===== src/rtl/fxu_reservation_station.sv =====
// Four-entry reservation station for the fixed-point unit: CDB operand capture, age-matrix oldest-ready select.
// Define RS_WAKEUP_BYPASS_EN to let a CDB broadcast make an entry issuable in the same cycle.
module fxu_reservation_station #(
  parameter int unsigned DEPTH  = 4,
  parameter int unsigned TAG_W  = 4,
  parameter int unsigned DATA_W = 16,
  parameter int unsigned OP_W   = 4
) (
  input  logic                      clk,
  input  logic                      rst_n,
  input  logic                      flush,
  input  logic                      disp_valid,
  output logic                      disp_ready,
  input  logic [OP_W-1:0]           disp_opcode,
  input  logic                      disp_a_valid,
  input  logic [DATA_W-1:0]         disp_a_value,
  input  logic [TAG_W-1:0]          disp_a_owner,
  input  logic                      disp_b_valid,
  input  logic [DATA_W-1:0]         disp_b_value,
  input  logic [TAG_W-1:0]          disp_b_owner,
  input  logic [TAG_W-1:0]          disp_rt,
  input  logic                      cdb_valid,
  input  logic [TAG_W-1:0]          cdb_tag,
  input  logic [DATA_W-1:0]         cdb_value,
  output logic                      iss_valid,
  input  logic                      iss_ready,
  output logic [OP_W-1:0]           iss_opcode,
  output logic [DATA_W-1:0]         iss_a,
  output logic [DATA_W-1:0]         iss_b,
  output logic [TAG_W-1:0]          iss_rt,
  output logic                      full,
  output logic [$clog2(DEPTH):0]    count
);

  localparam int unsigned IW = $clog2(DEPTH);
  localparam int unsigned CW = IW + 1;

  logic [DEPTH-1:0]  busy_q, busy_d;
  logic [CW-1:0]     count_q, count_d;
  logic [DEPTH-1:0]  older_q [DEPTH];
  logic [DEPTH-1:0]  older_d [DEPTH];
  logic [OP_W-1:0]   op_q [DEPTH];
  logic [TAG_W-1:0]  rt_q [DEPTH];
  logic [DEPTH-1:0]  av_q, bv_q;
  logic [DATA_W-1:0] a_q [DEPTH];
  logic [DATA_W-1:0] b_q [DEPTH];
  logic [TAG_W-1:0]  ao_q [DEPTH];
  logic [TAG_W-1:0]  bo_q [DEPTH];

  logic [DEPTH-1:0]  a_wake, b_wake, a_rdy, b_rdy, ready, sel;
  logic [DATA_W-1:0] a_val [DEPTH];
  logic [DATA_W-1:0] b_val [DEPTH];
  logic [IW-1:0]     widx;
  logic              disp_fire, iss_fire, a_cap, b_cap;

  assign disp_ready = (count_q < CW'(DEPTH));
  assign full       = (count_q == CW'(DEPTH));
  assign count      = count_q;
  assign disp_fire  = disp_valid & disp_ready & ~flush;
  assign iss_fire   = iss_valid & iss_ready;
  assign a_cap      = ~disp_a_valid & cdb_valid & (disp_a_owner == cdb_tag);
  assign b_cap      = ~disp_b_valid & cdb_valid & (disp_b_owner == cdb_tag);

  always_comb begin
    a_wake = '0;
    b_wake = '0;
    a_rdy  = '0;
    b_rdy  = '0;
    ready  = '0;
    for (int unsigned i = 0; i < DEPTH; i++) begin
      a_wake[i] = cdb_valid & busy_q[i] & ~av_q[i] & (ao_q[i] == cdb_tag);
      b_wake[i] = cdb_valid & busy_q[i] & ~bv_q[i] & (bo_q[i] == cdb_tag);
`ifdef RS_WAKEUP_BYPASS_EN
      a_rdy[i] = av_q[i] | a_wake[i];
      b_rdy[i] = bv_q[i] | b_wake[i];
      a_val[i] = av_q[i] ? a_q[i] : cdb_value;
      b_val[i] = bv_q[i] ? b_q[i] : cdb_value;
`else
      a_rdy[i] = av_q[i];
      b_rdy[i] = bv_q[i];
      a_val[i] = a_q[i];
      b_val[i] = b_q[i];
`endif
      ready[i] = busy_q[i] & a_rdy[i] & b_rdy[i];
    end
  end

  // older_q[j][i] set means entry j was dispatched before entry i
  always_comb begin
    sel = '0;
    for (int unsigned i = 0; i < DEPTH; i++) begin
      sel[i] = ready[i];
      for (int unsigned j = 0; j < DEPTH; j++)
        if (j != i && ready[j] && older_q[j][i]) sel[i] = 1'b0;
    end
  end

  always_comb begin
    iss_valid  = |ready;
    iss_opcode = '0;
    iss_a      = '0;
    iss_b      = '0;
    iss_rt     = '0;
    for (int unsigned i = 0; i < DEPTH; i++) begin
      if (sel[i]) begin
        iss_opcode = iss_opcode | op_q[i];
        iss_a      = iss_a | a_val[i];
        iss_b      = iss_b | b_val[i];
        iss_rt     = iss_rt | rt_q[i];
      end
    end
  end

  always_comb begin
    widx = '0;
    for (int unsigned i = DEPTH; i > 0; i--)
      if (!busy_q[i-1]) widx = IW'(i-1);
    older_d = older_q;
    busy_d  = busy_q;
    if (iss_fire) busy_d = busy_d & ~sel;
    if (disp_fire) begin
      busy_d[widx] = 1'b1;
      for (int unsigned j = 0; j < DEPTH; j++) begin
        older_d[j][widx] = busy_q[j];
        older_d[widx][j] = 1'b0;
      end
    end
    count_d = count_q + CW'(disp_fire) - CW'(iss_fire);
    if (flush) begin
      busy_d  = '0;
      count_d = '0;
    end
  end

  always_ff @(posedge clk) begin
    if (!rst_n) begin
      busy_q  <= '0;
      count_q <= '0;
      av_q    <= '0;
      bv_q    <= '0;
      for (int unsigned i = 0; i < DEPTH; i++) begin
        older_q[i] <= '0;
        op_q[i]    <= '0;
        rt_q[i]    <= '0;
        a_q[i]     <= '0;
        b_q[i]     <= '0;
        ao_q[i]    <= '0;
        bo_q[i]    <= '0;
      end
    end else begin
      busy_q  <= busy_d;
      count_q <= count_d;
      older_q <= older_d;
      for (int unsigned i = 0; i < DEPTH; i++) begin
        if (a_wake[i]) begin
          av_q[i] <= 1'b1;
          a_q[i]  <= cdb_value;
        end
        if (b_wake[i]) begin
          bv_q[i] <= 1'b1;
          b_q[i]  <= cdb_value;
        end
      end
      // widx is never busy, so this cannot collide with the wakeup writes above
      if (disp_fire) begin
        op_q[widx] <= disp_opcode;
        rt_q[widx] <= disp_rt;
        av_q[widx] <= disp_a_valid | a_cap;
        bv_q[widx] <= disp_b_valid | b_cap;
        a_q[widx]  <= a_cap ? cdb_value : disp_a_value;
        b_q[widx]  <= b_cap ? cdb_value : disp_b_value;
        ao_q[widx] <= disp_a_owner;
        bo_q[widx] <= disp_b_owner;
      end
    end
  end

endmodule

===== config.mk =====
export PLATFORM = sky130hd
export DESIGN_NAME = fxu_reservation_station
export DESIGN_NICKNAME = d
export VERILOG_FILES = /design/src/rtl/fxu_reservation_station.sv
export SDC_FILE = /design/constraint.sdc
export NUM_CORES = 1
export LEC_CHECK = 0
export ABC_AREA = 1
export BUFFER_PORTS_ARGS = -buffer_cell sky130_fd_sc_hd__buf_2
export CAP_MARGIN = 20
export CORE_MARGIN = 5
export CORE_UTILIZATION = 48
export DETAILED_ROUTE_END_ITERATION = 7
export PLACE_DENSITY = 0.67
export SLEW_MARGIN = 30
export SYNTH_ARGS = -nofsm -noshare
export SYNTH_HDL_FRONTEND = slang
export SYNTH_SLANG_ARGS = --single-unit

===== constraint.sdc =====
create_clock -name clk -period 4.88 [get_ports clk]
set_input_delay 0.976 -clock clk [delete_from_list [all_inputs] [get_ports clk]]
set_output_delay 0.976 -clock clk [all_outputs]
set_load 0.02 [all_outputs]

==> flow_metrics.py <==
metrics = {
    "clock_tree": {
        "cts_made_buffers": 24,
        "clk_pin_slew_worst_paths_ns": 0.06,
        "cts_tree": "built",
        "post-cts-setup-buffers": 0,
        "cts_root_buf": "clkbuf_16",
        "cts_max_level": 1,
        "clk_path_buf_depth": 3,
        "post_cts_resized": 0,
        "hold_buffers": 0,
        "cts_sinks": 219,
        "worstSkewPairLatency_ns": 0.52,
    },
    "setup_path": {
        "r2r-end": "rt_q[0][3]",
        "max_stage_delay_ns": 0.66,
        "path_max_fanout": 21,
        "endpoint_kind": "output port",
        "crit_top_cell": "nand2_1",
        "slowest_stage": "dfxtp_1",
        "worst-path-buf-inv": 2,
        "r2r_slack_ns": 1.67,
        "path_delay_family": "simple AND/OR/NAND/NOR gates",
        "r2r_cells": 7,
        "crit_type": "reg -> out",
        "cp.required_ns": 3.90,
        "crit_arrival_ns": 2.93,
        "rr_startpoint": "busy_q[0]",
        "path_cells": "nand2_1 > nor2_1 > nand2_1 > nor2_4 > buf_4 > nand2_1 > nand4_1 > buf_2",
        "start_kind": "flip-flop",
    },
    "logic_synthesis": {
        "ys_ff_latch": 219,
        "ys.flop_type": "edfxtp_1",
        "yosysSeqAreaShare_pct": 52.5,
        "synthArstFlopShare_pct": 0,
        "synth_top_cell_area_share_pct": 48.0,
        "synthTopCellsByArea": "edfxtp_1 (48%), nand2_1 (16%), nand3_1 (9.4%), dfxtp_1 (4.5%), nor2_1 (4.1%)",
        "syn_area_per_cell_um2": 8.30,
        "syn_nets": 1525,
        "synth-edff-count": 192,
        "synth_area_um2": 12000,
        "yosys_warnings": 0,
        "ys_types": 41,
        "synthCells": 1446,
        "synth_top_cell_by_area": "edfxtp_1",
    },
    "place": {
        "port_buffers": 121,
        "gp_congestion": 0.945,
        "place_ws_ns": 1.29,
        "hpwl_um": 24600,
        "post_dp_cell_area_um2": 12700,
        "post-place-cells": 1837,
    },
    "die": {
        "rows": 57,
        "io_pins": 122,
        "coreArea_um2": 24500,
        "die_h_um": 168,
        "die_area_um2": 28300,
        "die-width_um": 168,
        "start_util_pct": 49.1,
    },
    "power_and_ir_drop": {
        "internal_power_mw": 3.36,
        "irDropWorstVdd_v": 0.000217,
        "p_leak_nw": 6.17,
        "p_clk_share_pct": 43.7,
        "combPwrFrac_pct": 7.3,
        "p_sw_share_pct": 23.2,
        "power_frac_seq_pct": 48.9,
        "power_density_nw_per_um2": 322,
        "p_switching_mw": 1.02,
    },
    "timing": {
        "setup_viol": 0,
        "fin_crit_sh_pct": 80.1,
        "max-slew-margin-rel_pct": 31.3,
        "max_freq_mhz": 256,
        "fin_setup_tns_ns": 0,
        "hold_viol": 0,
        "hold-worst-slack_ns": 0.456,
        "fin_skew_ns": 0.0197,
        "fin_ws_ns": 0.970,
        "tightest_slew_ns": 1.03,
        "slew_violations": 0,
        "period_needed_ns": 3.91,
        "rsz0062_at_grt": "false",
    },
    "route": {
        "wl_per_cell_um": 19.8,
        "drt-vias-per-instance": 5.57,
        "postRouteAntennaNets": 0,
        "drc": 0,
        "drt_first_iter_violations": 1123,
        "vias": 10453,
        "dr.pass1.iters": 7,
        "wirelength_um": 37100,
    },
    "run_status": {
        "status": "completed",
    },
    "grt": {
        "antenna_found_initial": 0,
        "grt_pass1_vias": 10060,
        "grt_pass1_wl_um": 57300,
        "grt.overflow.total": 0,
        "grt.total_usage_pct": 25.7,
        "grt_max_degree": 73,
    },
    "finish": {
        "design_area_um2": 13600,
        "final_nets": 1618,
        "nFillCells": 2267,
        "antenna_cells": 0,
        "finalNonFillerCells": 1878,
        "area_delta_synth_final_pct": 13.1,
        "drive_gt1_share_pct": 14.5,
    },
    "worst_hold_path": {
        "hp-class": "reg -> reg",
        "hp-start": "older_q[13]",
        "min_path_cells": 2,
        "worstHoldEndpoint": "older_q[13]",
    },
    "run": {
        "drv_cap": 0,
    },
}
==> cell families (layout without fill, tap and decap cells) <==
kind of cell | Yosys count | in the layout | synth area share (%)
fa+ha+maj | 3 | 3 | 0.375
flops | 219 | 219 | 52.5
xor+xnor | 15 | 15 | 1.09
compound gates | 29 | 29 | 1.29
simple gates | 977 | 977 | 37.1
buf+inv | 203 | 311 | 7.63
==> layout make-up <==
cell class	instances	area, um2	share of cell area [%]
well taps	324	405	2.99
multi-input cells	1024	4820	35.5
clock buffers	30	664	4.89
repair buffers	135	711	5.24
clock inverters	11	154	1.13
flip-flops and latches	219	6310	46.5
inverters	135	514	3.79
==> worst min-delay path, delay by kind of cell (launching register included) <==
| family | cells | cell delay (ns) |
|---|---|---|
| compound gates | 1 | 0.05 |
| buf+inv | 1 | 0.05 |
| flops | 1 | 0.31 |
==> power groups by stage <==
stage,registers (mW),clock network (mW),logic (mW)
after floorplan,2.17,0,0.195
after global placement,2.18,0,0.308
after detailed placement,2.18,0,0.311
after CTS,2.14,1.92,0.313
after global routing,2.15,1.99,0.345
final,2.14,1.91,0.320
==> cell usage in the layout (no fill, tap or decap), drive strengths merged, types with 18 or more instances in the layout <==
master and instances:
inv 133, nor2 144, clkbuf 30, nand2 525
nand3 228, dfxtp 27, edfxtp 192, a21oi 18
buf 135, nand4 70
==> cell usage after synthesis (all sizes together) (2+ instances only) <==
cell type	number
a21oi	18
buf	50
clkbuf	18
dfxtp	27
edfxtp	192
ha	2
inv	134
nand2	525
nand3	228
nand3b	2
nand4	70
nor2	144
nor3	4
o21ai	8
or2	2
xnor2	7
xor2	8
==> per-layer routing <==
metal | up-vias | wire [um] | GRT usage [%]
met5 | - | 0 | 0
met4 | 0 | 985 | 7.55
met3 | 72 | 4500 | 5.86
met2 | 585 | 16300 | 39.6
met1 | 4830 | 15400 | 36.6
li1 | 4966 | - | -
==> worst max-delay path by stage <==
stage / cells past startpoint / start / slack (ns) / end
floorplan: 4 / cdb_tag[2] / 1.90 / b_q[0][0]
global placement: 8 / flush / 1.36 / b_q[1][5]
detailed placement: 8 / flush / 1.29 / b_q[1][4]
CTS: 8 / busy_q[3] / 0.99 / iss_rt[3]
global route: 8 / busy_q[3] / 0.79 / iss_a[6]
finish: 8 / busy_q[1] / 0.97 / iss_a[0]
==> state kept, by name (all words and copies together) (netlist names) <==
name and flops:
b_rdy 4, older_q 12, a_q 64, op_q 16, ao_q 16, rt_q 16, count 3, bo_q 16
a_rdy 4, b_q 64, busy_q 4
==> through the flow <==
stage	total power [mW]	utilization [%]
after floorplan	2.36	-
after global placement	2.48	52.1
after CTS	4.37	55.4
after detailed placement	2.49	52.1
final	4.37	55.5
after global routing	4.49	55.5
(Power assumes the default switching activity.)
